==> src/rtl/seg7_pkg.sv <==
// Shared seven-segment definitions: the active-low abcdefg pattern table
// (bit6=a .. bit0=g, 0 = lit) used by both the encoder and the capture
// decoder, the decode result struct and the capture FSM state type.
package seg7_pkg;

  typedef logic [6:0] seg7_t;

  localparam seg7_t SEG7_0     = 7'b0000001;
  localparam seg7_t SEG7_1     = 7'b1001111;
  localparam seg7_t SEG7_2     = 7'b0010010;
  localparam seg7_t SEG7_3     = 7'b0000110;
  localparam seg7_t SEG7_4     = 7'b1001100;
  localparam seg7_t SEG7_5     = 7'b0100100;
  localparam seg7_t SEG7_6     = 7'b0100000;
  localparam seg7_t SEG7_7     = 7'b0001111;
  localparam seg7_t SEG7_8     = 7'b0000000;
  localparam seg7_t SEG7_9     = 7'b0001100;
  localparam seg7_t SEG7_A     = 7'b0001000;
  localparam seg7_t SEG7_B     = 7'b1100000;
  localparam seg7_t SEG7_C     = 7'b0110001;
  localparam seg7_t SEG7_D     = 7'b1000010;
  localparam seg7_t SEG7_E     = 7'b0110000;
  localparam seg7_t SEG7_F     = 7'b0111000;
  localparam seg7_t SEG7_BLANK = 7'b1111111;

  // Blank is legal (legal=1, blank=1) but carries no nibble.
  typedef struct packed {
    logic       legal;
    logic       blank;
    logic [3:0] nibble;
  } seg7_dec_t;

  typedef enum logic [1:0] {
    ST_IDLE  = 2'd0,
    ST_COUNT = 2'd1,
    ST_HOLD  = 2'd2
  } cap_state_t;

  // Forward table used by the hex-to-7-segment encoder.
  function automatic seg7_t seg7_encode(input logic [3:0] nibble);
    seg7_t pat;
    case (nibble)
      4'h0:    pat = SEG7_0;
      4'h1:    pat = SEG7_1;
      4'h2:    pat = SEG7_2;
      4'h3:    pat = SEG7_3;
      4'h4:    pat = SEG7_4;
      4'h5:    pat = SEG7_5;
      4'h6:    pat = SEG7_6;
      4'h7:    pat = SEG7_7;
      4'h8:    pat = SEG7_8;
      4'h9:    pat = SEG7_9;
      4'hA:    pat = SEG7_A;
      4'hB:    pat = SEG7_B;
      4'hC:    pat = SEG7_C;
      4'hD:    pat = SEG7_D;
      4'hE:    pat = SEG7_E;
      4'hF:    pat = SEG7_F;
      default: pat = SEG7_BLANK;
    endcase
    return pat;
  endfunction

endpackage

==> src/rtl/seg7_pattern_decode.sv <==
// Combinational inverse of the seven-segment table: pattern in,
// {legal, blank, nibble} out. Anything not in the table and not blank
// is reported as illegal.
module seg7_pattern_decode
  import seg7_pkg::*;
(
  input  seg7_t     pattern_i,
  output seg7_dec_t dec_o
);

  // Table lookup; default branch flags the pattern as illegal.
  always_comb begin
    dec_o = '{legal: 1'b0, blank: 1'b0, nibble: 4'h0};
    case (pattern_i)
      SEG7_0:     dec_o = '{legal: 1'b1, blank: 1'b0, nibble: 4'h0};
      SEG7_1:     dec_o = '{legal: 1'b1, blank: 1'b0, nibble: 4'h1};
      SEG7_2:     dec_o = '{legal: 1'b1, blank: 1'b0, nibble: 4'h2};
      SEG7_3:     dec_o = '{legal: 1'b1, blank: 1'b0, nibble: 4'h3};
      SEG7_4:     dec_o = '{legal: 1'b1, blank: 1'b0, nibble: 4'h4};
      SEG7_5:     dec_o = '{legal: 1'b1, blank: 1'b0, nibble: 4'h5};
      SEG7_6:     dec_o = '{legal: 1'b1, blank: 1'b0, nibble: 4'h6};
      SEG7_7:     dec_o = '{legal: 1'b1, blank: 1'b0, nibble: 4'h7};
      SEG7_8:     dec_o = '{legal: 1'b1, blank: 1'b0, nibble: 4'h8};
      SEG7_9:     dec_o = '{legal: 1'b1, blank: 1'b0, nibble: 4'h9};
      SEG7_A:     dec_o = '{legal: 1'b1, blank: 1'b0, nibble: 4'hA};
      SEG7_B:     dec_o = '{legal: 1'b1, blank: 1'b0, nibble: 4'hB};
      SEG7_C:     dec_o = '{legal: 1'b1, blank: 1'b0, nibble: 4'hC};
      SEG7_D:     dec_o = '{legal: 1'b1, blank: 1'b0, nibble: 4'hD};
      SEG7_E:     dec_o = '{legal: 1'b1, blank: 1'b0, nibble: 4'hE};
      SEG7_F:     dec_o = '{legal: 1'b1, blank: 1'b0, nibble: 4'hF};
      SEG7_BLANK: dec_o = '{legal: 1'b1, blank: 1'b1, nibble: 4'h0};
      default:    dec_o = '{legal: 1'b0, blank: 1'b0, nibble: 4'h0};
    endcase
  end

endmodule

==> src/rtl/seven_segment_decoder_capture.sv <==
// Seven-segment bus capture: synchronizes a multiplexed active-low
// abcdefg bus with one-hot digit selects, waits for STABLE_CYCLES
// identical samples, then decodes the pattern into a per-digit
// value/valid register file. A steady bus is captured once.
// Optional macro SEGDEC_ERRCNT_EN adds the saturating err_cnt_o counter.
module seven_segment_decoder_capture
  import seg7_pkg::*;
#(
  parameter int NUM_DIGITS    = 4,
  parameter int STABLE_CYCLES = 4
) (
  input  logic                    clk,
  input  logic                    rst,
  input  logic [6:0]              seg_i,
  input  logic [NUM_DIGITS-1:0]   dig_sel_i,
  input  logic                    clear_i,
  output logic [4*NUM_DIGITS-1:0] value_o,
  output logic [NUM_DIGITS-1:0]   valid_o,
  output logic                    upd_o,
  output logic [2:0]              upd_idx_o,
  output logic                    err_o
`ifdef SEGDEC_ERRCNT_EN
  ,
  output logic [7:0]              err_cnt_o
`endif
);

  localparam int         BUS_W    = 7 + NUM_DIGITS;
  localparam logic [7:0] STABLE_W = STABLE_CYCLES[7:0];

  // Synchronizer pair plus one history register for change detection.
  logic [BUS_W-1:0] sync1_q;
  logic [BUS_W-1:0] s2_q;
  logic [BUS_W-1:0] prev_q;

  seg7_t                 s2_seg_s;
  logic [NUM_DIGITS-1:0] s2_sel_s;
  logic                  changed_s;
  logic [3:0]            sel_ones_s;
  logic [2:0]            sel_idx_s;
  logic                  sel_onehot_s;
  seg7_dec_t             dec_s;

  cap_state_t state_q, state_d;
  logic [7:0] cnt_q, cnt_d;
  logic [7:0] cnt_inc_s;
  logic       capture_s;

  logic [4*NUM_DIGITS-1:0] value_q, value_d;
  logic [NUM_DIGITS-1:0]   valid_q, valid_d;
  logic                    upd_q, upd_d;
  logic [2:0]              upd_idx_q, upd_idx_d;
  logic                    err_q, err_d;

  // Two-flop synchronizer for the whole bus, then the previous-sample copy.
  always_ff @(posedge clk or negedge rst) begin
    if (!rst) begin
      sync1_q <= '0;
      s2_q    <= '0;
      prev_q  <= '0;
    end else begin
      sync1_q <= {seg_i, dig_sel_i};
      s2_q    <= sync1_q;
      prev_q  <= s2_q;
    end
  end

  assign s2_seg_s  = s2_q[BUS_W-1 -: 7];
  assign s2_sel_s  = s2_q[NUM_DIGITS-1:0];
  assign changed_s = (s2_q != prev_q);

  // Population count and index of the synchronized digit select.
  always_comb begin
    sel_ones_s = 4'd0;
    sel_idx_s  = 3'd0;
    for (int i = 0; i < NUM_DIGITS; i++) begin
      sel_ones_s = sel_ones_s + {3'b000, s2_sel_s[i]};
      if (s2_sel_s[i]) begin
        sel_idx_s = 3'(i);
      end else begin
        sel_idx_s = sel_idx_s;
      end
    end
    sel_onehot_s = (sel_ones_s == 4'd1);
  end

  seg7_pattern_decode u_decode (
    .pattern_i (s2_seg_s),
    .dec_o     (dec_s)
  );

  assign cnt_inc_s = (cnt_q == 8'hFF) ? 8'hFF : (cnt_q + 8'd1);

  // Stability FSM: counts identical samples and fires capture once per run.
  always_comb begin
    state_d   = state_q;
    cnt_d     = cnt_q;
    capture_s = 1'b0;
    case (state_q)
      ST_IDLE: begin
        if (sel_onehot_s) begin
          state_d = ST_COUNT;
          cnt_d   = 8'd1;
        end else begin
          cnt_d   = 8'd0;
        end
      end
      ST_COUNT: begin
        if (!sel_onehot_s) begin
          state_d = ST_IDLE;
          cnt_d   = 8'd0;
        end else if (changed_s) begin
          cnt_d   = 8'd1;
        end else begin
          cnt_d = cnt_inc_s;
          if (cnt_inc_s >= STABLE_W) begin
            capture_s = 1'b1;
            state_d   = ST_HOLD;
          end else begin
            state_d   = ST_COUNT;
          end
        end
      end
      ST_HOLD: begin
        if (!sel_onehot_s) begin
          state_d = ST_IDLE;
          cnt_d   = 8'd0;
        end else if (changed_s) begin
          state_d = ST_COUNT;
          cnt_d   = 8'd1;
        end else begin
          // Saturating increment keeps the counter from wrapping on a long hold.
          cnt_d   = cnt_inc_s;
        end
      end
      default: begin
        state_d = ST_IDLE;
        cnt_d   = 8'd0;
      end
    endcase
  end

  // FSM state and stability counter.
  always_ff @(posedge clk or negedge rst) begin
    if (!rst) begin
      state_q <= ST_IDLE;
      cnt_q   <= 8'd0;
    end else begin
      state_q <= state_d;
      cnt_q   <= cnt_d;
    end
  end

  // Register-file update: clear first, then the captured digit overrides it.
  always_comb begin
    value_d   = value_q;
    upd_d     = 1'b0;
    err_d     = 1'b0;
    upd_idx_d = upd_idx_q;
    if (clear_i) begin
      valid_d = '0;
    end else begin
      valid_d = valid_q;
    end
    if (capture_s) begin
      upd_d     = 1'b1;
      upd_idx_d = sel_idx_s;
      err_d     = ~dec_s.legal;
    end else begin
      upd_d     = 1'b0;
    end
    for (int k = 0; k < NUM_DIGITS; k++) begin
      if (capture_s && (sel_idx_s == 3'(k))) begin
        valid_d[k] = dec_s.legal & ~dec_s.blank;
        if (dec_s.legal && !dec_s.blank) begin
          value_d[4*k +: 4] = dec_s.nibble;
        end else begin
          value_d[4*k +: 4] = value_q[4*k +: 4];
        end
      end else begin
        valid_d[k] = valid_d[k];
      end
    end
  end

  // Registered outputs of the capture path.
  always_ff @(posedge clk or negedge rst) begin
    if (!rst) begin
      value_q   <= '0;
      valid_q   <= '0;
      upd_q     <= 1'b0;
      upd_idx_q <= 3'd0;
      err_q     <= 1'b0;
    end else begin
      value_q   <= value_d;
      valid_q   <= valid_d;
      upd_q     <= upd_d;
      upd_idx_q <= upd_idx_d;
      err_q     <= err_d;
    end
  end

  assign value_o   = value_q;
  assign valid_o   = valid_q;
  assign upd_o     = upd_q;
  assign upd_idx_o = upd_idx_q;
  assign err_o     = err_q;

`ifdef SEGDEC_ERRCNT_EN
  logic [7:0] err_cnt_q, err_cnt_d;

  // Saturating illegal-pattern counter; clear wins over a coincident error.
  always_comb begin
    if (clear_i) begin
      err_cnt_d = 8'd0;
    end else if (err_d && (err_cnt_q != 8'hFF)) begin
      err_cnt_d = err_cnt_q + 8'd1;
    end else begin
      err_cnt_d = err_cnt_q;
    end
  end

  // Error counter register.
  always_ff @(posedge clk or negedge rst) begin
    if (!rst) begin
      err_cnt_q <= 8'd0;
    end else begin
      err_cnt_q <= err_cnt_d;
    end
  end

  assign err_cnt_o = err_cnt_q;
`endif

endmodule
==> config.mk <==
export PLATFORM = sky130hd
export DESIGN_NAME = seven_segment_decoder_capture
export DESIGN_NICKNAME = d
export VERILOG_FILES = /design/src/rtl/seg7_pkg.sv /design/src/rtl/seg7_pattern_decode.sv /design/src/rtl/seven_segment_decoder_capture.sv
export SDC_FILE = /design/constraint.sdc
export NUM_CORES = 1
export LEC_CHECK = 0
export BUFFER_PORTS_ARGS = -buffer_cell sky130_fd_sc_hd__buf_2
export CORE_ASPECT_RATIO = 0.5
export CORE_MARGIN = 2
export CORE_UTILIZATION = 40
export DETAILED_ROUTE_END_ITERATION = 8
export HOLD_SLACK_MARGIN = 0.1
export SLEW_MARGIN = 20
export SYNTH_ARGS = -nofsm -noshare
export SYNTH_HDL_FRONTEND = slang
export SYNTH_HIERARCHICAL = 1
export SYNTH_SLANG_ARGS = --single-unit
==> constraint.sdc <==
create_clock -name clk -period 6.35 [get_ports clk]
set_input_delay 0.3175 -clock clk [delete_from_list [all_inputs] [get_ports clk]]
set_output_delay 0.3175 -clock clk [all_outputs]
set_load 0.1 [all_outputs]
==> flow_summary.ini, run 1 <==
[outcome]
status = complete, no violations

[die]
die_h_um = 67.71
fp.coreArea_mm2 = 0.007943
num_io_pins = 39
initial_utilization = 0.4088
num_rows = 23
die_x_um = 131.4
dieArea_mm2 = 0.008897

[critical_path]
crit_type = reg -> reg
cp.arrival_ns = 3.40
crit_required_ns = 6.56
setup.worst_path.end_class = flop
worstSetupStartpointType = flop
cp_max_fo = 6

[detailed_routing]
postRouteAntennaNets = 0
vias = 2251
wl_met2_um = 2973
wl_met3_um = 248
wl_met1_um = 2843
drc = 0
routed_wl_um = 6136
drtIter0Drc = 112
vias_per_cell = 5.081
drtPass1Iterations = 4
detail_route.wl_per_cell_um = 13.85
highest_layer = met4

[final_layout]
final_cell_mix = dfrtp_1, buf_2, nor2_1
drive_gt1_frac = 0.2417
nets = 348
antennaDiodeCount = 0
layout_commonest_cell = dfrtp_1
area_growth_pct = 19.81

[job]
maxCapViolations = 0

[timing]
worstMarginPinSlew_ns = 0.8191
maxSlewViolCount = 0
rsz0062_at_grt = false
post-route-period-util = 0.5029
relSlewSlack = 0.4540
setup_tns_ns = 0
fmax_ghz = 0.3131
setup_viol = 0
fin_crit_ns = 3.193
finClkSkew_ns = 0.006791
hold_viol = 0
setup_slack_ns = 3.157

[yosys]
yosysTopAreaCell = dfrtp_1
asyncSetResetFlopFracSynth = 1.000
synthTopCellsByArea = dfrtp_1, mux2_2, xnor2_1
syn_nets = 303
synthCells = 281
yosysWarnings = 6
synth_area_per_cell_um2 = 11.55
synth-seq-area-share = 0.5164
ys.flop_type = dfrtp_1
synth_top_area_share = 0.5164
ys_seq_elements = 67
netlist_area_mm2 = 0.003247
synthDistinctLibCells = 59
synth_edf_count = 0

[clock_tree]
cts_hold_buf = 11
root_buffer = clkbuf_16
cts_sinks = 67
cts_setup_buffers = 0
cts_buffers = 9
cts_max_path_buffers = 2
cts.clk_slew.worst_paths_ns = 0.05
clk-insertion-delay-late_ns = 0.33
cts_tree = done
cts_resized = 0
htreeDepth = 3

[grt]
antenna_found_initial = 0
overflow = 0
grt_pass1_wl_um = 10230
grt_pass1_vias = 2193
grt_max_degree = 68
grtUsageTotal = 0.1510

[placement]
pre_cts_ws_ns = 3.143
hpwlAfterDp_um = 4255
place.gp.congestion = 0.8257
port_buffers = 37

[power_and_ir_drop]
ir_drop_mv = 0.1185
leakagePower_uw = 0.001782
p_per_area_mw_per_mm2 = 267.6

[hold_path]
timing.hold.worst.class = in -> async
-- metrics by stage --
step           utilization  power, uW  instances  hold WS, ns  instance area [um^2]
2_1_floorplan            -      538.4        281      0.02191                  3247
3_3_place_gp        0.4390      563.6        416       0.3324                  3487
3_5_place_dp        0.4390      567.0        416       0.3347                  3487
4_1_cts             0.4890       1055        443       0.2045                  3884
5_1_grt             0.4898       1086        443       0.2701                  3890
6_report            0.4898       1041        443       0.1789                  3890
-- metal layers --
| metal | track usage | vias to the layer above |
|---|---|---|
| met5 | 0 | - |
| met4 | 0.06929 | 0 |
| li1 | - | 1096 |
| met3 | 0.05631 | 8 |
| met2 | 0.2565 | 56 |
| met1 | 0.1754 | 1091 |
-- final timing paths --
kind                                 startpoint                     end  slack (ns)  cells after the start
max                           s2_q[3]$_DFF_PN0_  value_o[2]$_DFFE_PN0P_        3.16                     10
min                                         rst      s2_q[10]$_DFF_PN0_        0.18                      2
max reg2reg                   s2_q[3]$_DFF_PN0_  value_o[2]$_DFFE_PN0P_        3.16                     10
min reg2reg                sync1_q[4]$_DFF_PN0_       s2_q[4]$_DFF_PN0_        0.35                      0
max in group asynchronous                   rst      cnt_q[2]$_DFF_PN0_        5.64                      2
min in group clk                        clear_i  valid_o[1]$_DFFE_PN0P_        0.29                      3
-- worst max-delay path, stage by stage (launching register included) --
cell and delay (ns):
dfrtp_1 0.45, inv_1 0.11, fa_1 0.49, inv_1 0.04
ha_1 0.17, ha_1 0.29, nor3b_2 0.46, nand2_1 0.13
nor2_1 0.20, o2111a_1 0.36, mux2_2 0.37
-- cells in the mapped netlist, types with 3 or more instances --
master,instances
dfrtp_1,67
nor2_1,23
mux2_2,17
xnor2_1,14
nand2_1,13
inv_1,12
buf_2,8
nand2b_1,8
nand3_1,8
ha_1,7
mux2i_1,6
o21ai_0,6
a21oi_1,5
a31oi_1,5
nand4_1,5
nor3_1,5
nor4b_1,5
buf_4,4
o2111ai_4,3
o211ai_1,3
o21ai_1,3
o32ai_1,3
-- cell families (layout without fill, tap and decap cells) --
family,Yosys count,count (layout),share of synthesized area
and+or+nand+nor,91,91,0.1595
DFF,67,67,0.5164
AOI/OAI and AO/OA,47,47,0.1245
buffers and inverters,28,78,0.04470
muxes,23,23,0.07746
xor gates and xnor gates,16,16,0.04316
adders and majority gates,8,8,0.03314
other,1,1,0.001155
-- registers in the layout (all words and copies together), names as in the netlist --
signal,count
cnt_q,8
err_o,1
prev_q,11
s2_q,11
state_q,2
sync1_q,11
upd_idx_o,2
upd_o,1
valid_o,4
value_o,16
-- cell type report --
cell class | count | area, um^2
Tap cell | 112 | 140.1
Timing Repair Buffer | 50 | 310.3
Sequential cell | 67 | 1677
Multi-Input combinational cell | 186 | 1431
Clock inverter | 5 | 53.80
Clock buffer | 11 | 232.7
Fill cell | 727 | 4053
Inverter | 12 | 45.04
-- power breakdown --
group / internal, uW / switching (uW)
logic: 42.3 / 61.3
registers: 442 / 19.1
clock network: 302 / 174
total: 787 / 254
No activity file was read; power rests on OpenSTA's default activity.
==> run 2, diff against run 1 <==
clock period = 2.91 ns   (was 6.35 ns; I/O delays follow)
==> flow_summary.ini, run 2 (synthesized netlist as in run 1, its figures left out) <==
[timing]
rsz0062_at_grt = false
relSlewSlack = 0.6152
setup_viol = 0
worstMarginPinSlew_ns = 0.5773
post-route-period-util = 0.9358
fmax_ghz = 0.3672
hold_viol = 0
finClkSkew_ns = 0.007535
setup_tns_ns = 0
maxSlewViolCount = 0
fin_crit_ns = 2.723

[final_layout]
fill_cells = 728
final_cell_mix = dfrtp_1, buf_2, nor2_1
seq_area_mm2 = 0.001677
antennaDiodeCount = 0
layout_commonest_cell = dfrtp_1
largest_register_ffs = 16
design_area_mm2 = 0.004041
area_growth_pct = 24.47
nets = 366
drive_gt1_frac = 0.2865
multi_input_area_mm2 = 0.001433

[detailed_routing]
drtPass1Iterations = 4
drtIter0Drc = 89
drc = 0
vias_per_cell = 5.082
routed_wl_um = 6557
postRouteAntennaNets = 0
vias = 2343
detail_route.wl_per_cell_um = 14.22

[critical_path]
cp.arrival_ns = 2.94
worstPathCellList = inv_1 -> fa_1 -> inv_1 -> ha_1 -> ha_1 -> nor3b_2 -> nand2_1 -> nor2_1 -> o2111a_2 -> mux2_2
cp_max_fo = 4
reg2regPathDepth = 10
critPathBufInv = 2
path_delay_family = adder cells
worstSetupStartpointType = flop
crit_required_ns = 3.13
cp_slowest_cell = fa_1
setup.worst_path.end_class = flop
path_depth = 10
slowest_delay_ns = 0.50
crit_type = reg -> reg

[grt]
grt_pass1_wl_um = 10980
grtUsageTotal = 0.1620
grt_pass1_vias = 2317
grt_max_degree = 28
overflow = 0
antenna_found_initial = 0

[job]
maxCapViolations = 0

[clock_tree]
cts_max_path_buffers = 2
cts_sinks = 67
cts_tree = done
cts_buffers = 9
root_buffer = clkbuf_16
cts.clk_slew.worst_paths_ns = 0.06
clk-insertion-delay-late_ns = 0.34
htreeDepth = 3

[die]
num_io_pins = 39
initial_utilization = 0.4088
dieArea_mm2 = 0.008897
fp.coreArea_mm2 = 0.007943
die_x_um = 131.4
die_h_um = 67.71
num_rows = 23

[power_and_ir_drop]
leakagePower_uw = 0.001853
p_per_area_mw_per_mm2 = 576.8
ir_drop_mv = 0.3102

[placement]
port_buffers = 37
place_area_mm2 = 0.003600
place.gp.congestion = 0.8208
hpwlAfterDp_um = 4680

[hold_path]
timing.hold.worst.class = in -> reg
hold_path_depth = 3

[outcome]
status = complete, no violations
-- run 2: final cells by class --
cell class	instances	share of cell area
well taps	112	0.03467
flip-flops and latches	67	0.4149
inverters	12	0.01115
multi-input cells	186	0.3545
clock buffers	10	0.05666
repair buffers	68	0.1108
clock inverters	6	0.01734
-- run 2: metal layers --
metal,GRT usage,part of all wire,up-vias
met4,0.06793,0.018,0
met1,0.1973,0.46,1125
met3,0.05255,0.051,12
met5,0,0,-
met2,0.2729,0.47,70
li1,-,-,1136
-- run 2: metrics by stage --
step | hold slack, ns | worst slack [ns] | utilization | instances | total power (uW)
after floorplan | -0.1501 | 0.1397 | - | 281 | 1175
after global placement | 0.08994 | 0.1805 | 0.4532 | 431 | 1246
after detailed placement | 0.1012 | 0.09480 | 0.4532 | 431 | 1257
after CTS | 0.1071 | 0.07831 | 0.5060 | 459 | 2356
after global routing | 0.1373 | 0.01190 | 0.5088 | 461 | 2444
final | 0.1220 | 0.1869 | 0.5088 | 461 | 2331
-- run 2: path summary, 6_finish.rpt --
check | startpoint | to | slack [ns]
setup reg to reg | s2_q[1]$_DFF_PN0_ | value_o[3]$_DFFE_PN0P_ | 0.19
max in group asynchronous | rst | valid_o[2]$_DFFE_PN0P_ | 1.94
hold reg to reg | sync1_q[7]$_DFF_PN0_ | s2_q[7]$_DFF_PN0_ | 0.35
min in group asynchronous | rst | sync1_q[8]$_DFF_PN0_ | 0.28
hold / removal | clear_i | valid_o[0]$_DFFE_PN0P_ | 0.12
setup / recovery | s2_q[1]$_DFF_PN0_ | value_o[3]$_DFFE_PN0P_ | 0.19
-- run 2: worst min-delay path, stage by stage --
cell and delay (ns):
buf_2 0.10, nand2b_1 0.10, mux2i_1 0.06
-- run 2: power by group --
| part | internal (uW) | switching [uW] |
|---|---|---|
| registers | 965 | 31.7 |
| clock network | 671 | 406 |
| logic | 110 | 148 |
-- run 2: what timing repair did --
| action | 4_1_cts | 5_1_grt |
|---|---|---|
| gates resized for setup | 0 | 2 |
| setup endpoints to repair | 0 | 8 |
| setup buffers | 0 | 2 |
| hold buffers | 12 | 0 |
| endpoints found under the hold margin | 29 | 0 |
==> run 3, diff against run 2 <==
clock period = 2.79 ns   (was 2.91 ns; I/O delays follow)
==> flow_summary.ini, run 3 (synthesized netlist as in run 1, its figures left out) <==
[outcome]
status = complete, no violations

[power_and_ir_drop]
p_per_area_mw_per_mm2 = 595.4
leakagePower_uw = 0.001862
finalPower_uw = 2447
ir_drop_mv = 0.3417

[final_layout]
fill_cells = 721
design_area_mm2 = 0.004109
final_cell_mix = dfrtp_1, buf_2, nor2_1
antennaDiodeCount = 0
multi_input_area_mm2 = 0.001476
seq_area_mm2 = 0.001678
nets = 368
largest_register_ffs = 16
drive_gt1_frac = 0.3105
layout_commonest_cell = dfrtp_1
area_growth_pct = 26.55

[job]
maxCapViolations = 0

[clock_tree]
cts.clk_slew.worst_paths_ns = 0.05
cts_max_path_buffers = 2
root_buffer = clkbuf_16
cts_sinks = 67
cts_tree = done
clk-insertion-delay-late_ns = 0.33
htreeDepth = 3
cts_buffers = 9

[grt]
grt_max_degree = 27
grt_pass1_vias = 2312
overflow = 0
grt_pass1_wl_um = 11030
grtUsageTotal = 0.1619
antenna_found_initial = 0

[die]
initial_utilization = 0.4088
dieArea_mm2 = 0.008897
fp.coreArea_mm2 = 0.007943
die_h_um = 67.71
num_io_pins = 39
num_rows = 23
die_x_um = 131.4

[detailed_routing]
wl_met3_um = 223
postRouteAntennaNets = 0
drc = 0
drtPass1Iterations = 4
routed_wl_um = 6554
highest_layer = met4
vias_per_cell = 5.009
wl_met2_um = 3233
wl_met1_um = 3029
vias = 2319
drtIter0Drc = 120
detail_route.wl_per_cell_um = 14.16

[critical_path]
r2r_slack_ns = 0.14
critPathBufInv = 3
path_delay_family = adder cells
crit-reg2reg-launch = s2_q[3]$_DFF_PN0_
endpoint = value_o[8]$_DFFE_PN0P_
path_depth = 11
slowest_delay_ns = 0.54
critPathLaunch = s2_q[3]$_DFF_PN0_
rr_endpoint = value_o[8]$_DFFE_PN0P_
crit_type = reg -> reg
cp.arrival_ns = 2.87
worstPathCellList = inv_2 -> fa_1 -> inv_1 -> ha_2 -> ha_4 -> nor2_2 -> nand2_2 -> nor4b_4 -> buf_4 -> o2111ai_4 -> mux2_4
cp_slowest_cell = fa_1
reg2regPathDepth = 11
crit_required_ns = 3.00
setup.worst_path.end_class = flop
cp_max_fo = 4
worstSetupStartpointType = flop

[timing]
fin_crit_ns = 2.655
post-route-period-util = 0.9515
maxSlewViolCount = 0
setup_viol = 0
fmax_ghz = 0.3767
finClkSkew_ns = 0.003649
worstMarginPinSlew_ns = 0.5768
relSlewSlack = 0.6155
hold_viol = 0
hold_ws_ns = 0.2716

[placement]
place.gp.congestion = 0.8246
hpwlAfterDp_um = 4824
place_area_mm2 = 0.003607
port_buffers = 37

[hold_path]
timing.hold.worst.class = in -> async
[run 3: cell count changes in the layout (fill, tap and decap cells not counted), moves of 2 or more]
cell and change:
mux2_4 +2, clkinvlp_4 +4, mux2_2 -2, ha_1 -2, inv_6 -3
[run 3: final cells by class]
cell class / instances / area share
timing repair buffer: 70 / 0.1133
inverter: 12 / 0.01096
sequential: 67 / 0.4083
clock inverter: 6 / 0.01583
multi-input combinational: 186 / 0.3593
tap: 112 / 0.03410
clock buffer: 10 / 0.05816
[run 3: stage by stage]
| step | util | worst slack (ns) | setup TNS, ns | std cells |
|---|---|---|---|---|
| 6_report | 0.5173 | 0.1354 | 0 | 463 |
| 5_1_grt | 0.5173 | -0.001578 | -0.001578 | 463 |
| 3_5_place_dp | 0.4542 | -0.008900 | -0.008900 | 432 |
| 4_1_cts | 0.5096 | 0.003396 | 0 | 461 |
| 3_3_place_gp | 0.4542 | 0.07128 | 0 | 432 |
| 2_1_floorplan | - | 0.01969 | 0 | 281 |
[run 3: layer usage]
metal	track usage	vias to the layer above
li1	-	1131
met1	0.1947	1152
met2	0.2801	30
met3	0.05405	6
met4	0.05707	0
met5	0	-
[run 3: worst min path at each step]
stage / to / slack, ns / depth (start not counted)
after CTS: prev_q[9]$_DFF_PN0_ / 0.28 / 2
after global routing: prev_q[9]$_DFF_PN0_ / 0.31 / 2
after global placement: s2_q[10]$_DFF_PN0_ / 0.08 / 1
after detailed placement: sync1_q[10]$_DFF_PN0_ / 0.09 / 1
final: prev_q[10]$_DFF_PN0_ / 0.27 / 2
after floorplan: cnt_q[0]$_DFF_PN0_ / -0.16 / 0
[run 3: where the power goes]
part / total, uW / internal [uW] / switching [uW] / leakage [uW]
Clock: 1120 / 713 / 408 / 0.000137
Sequential: 1040 / 1010 / 32.5 / 0.000857
Combinational: 286 / 124 / 162 / 0.000869
Total: 2450 / 1840 / 603 / 0.00186
[run 3: timing repair]
| action | 4_1_cts | 5_1_grt |
|---|---|---|
| hold endpoints to repair | 29 | 0 |
| resized for setup | 1 | 11 |
| cloned | 0 | 0 |
| setup endpoints to repair | 4 | 16 |
| pin swaps | 0 | 3 |
| setup buffers | 0 | 2 |
| hold buffers | 13 | 0 |
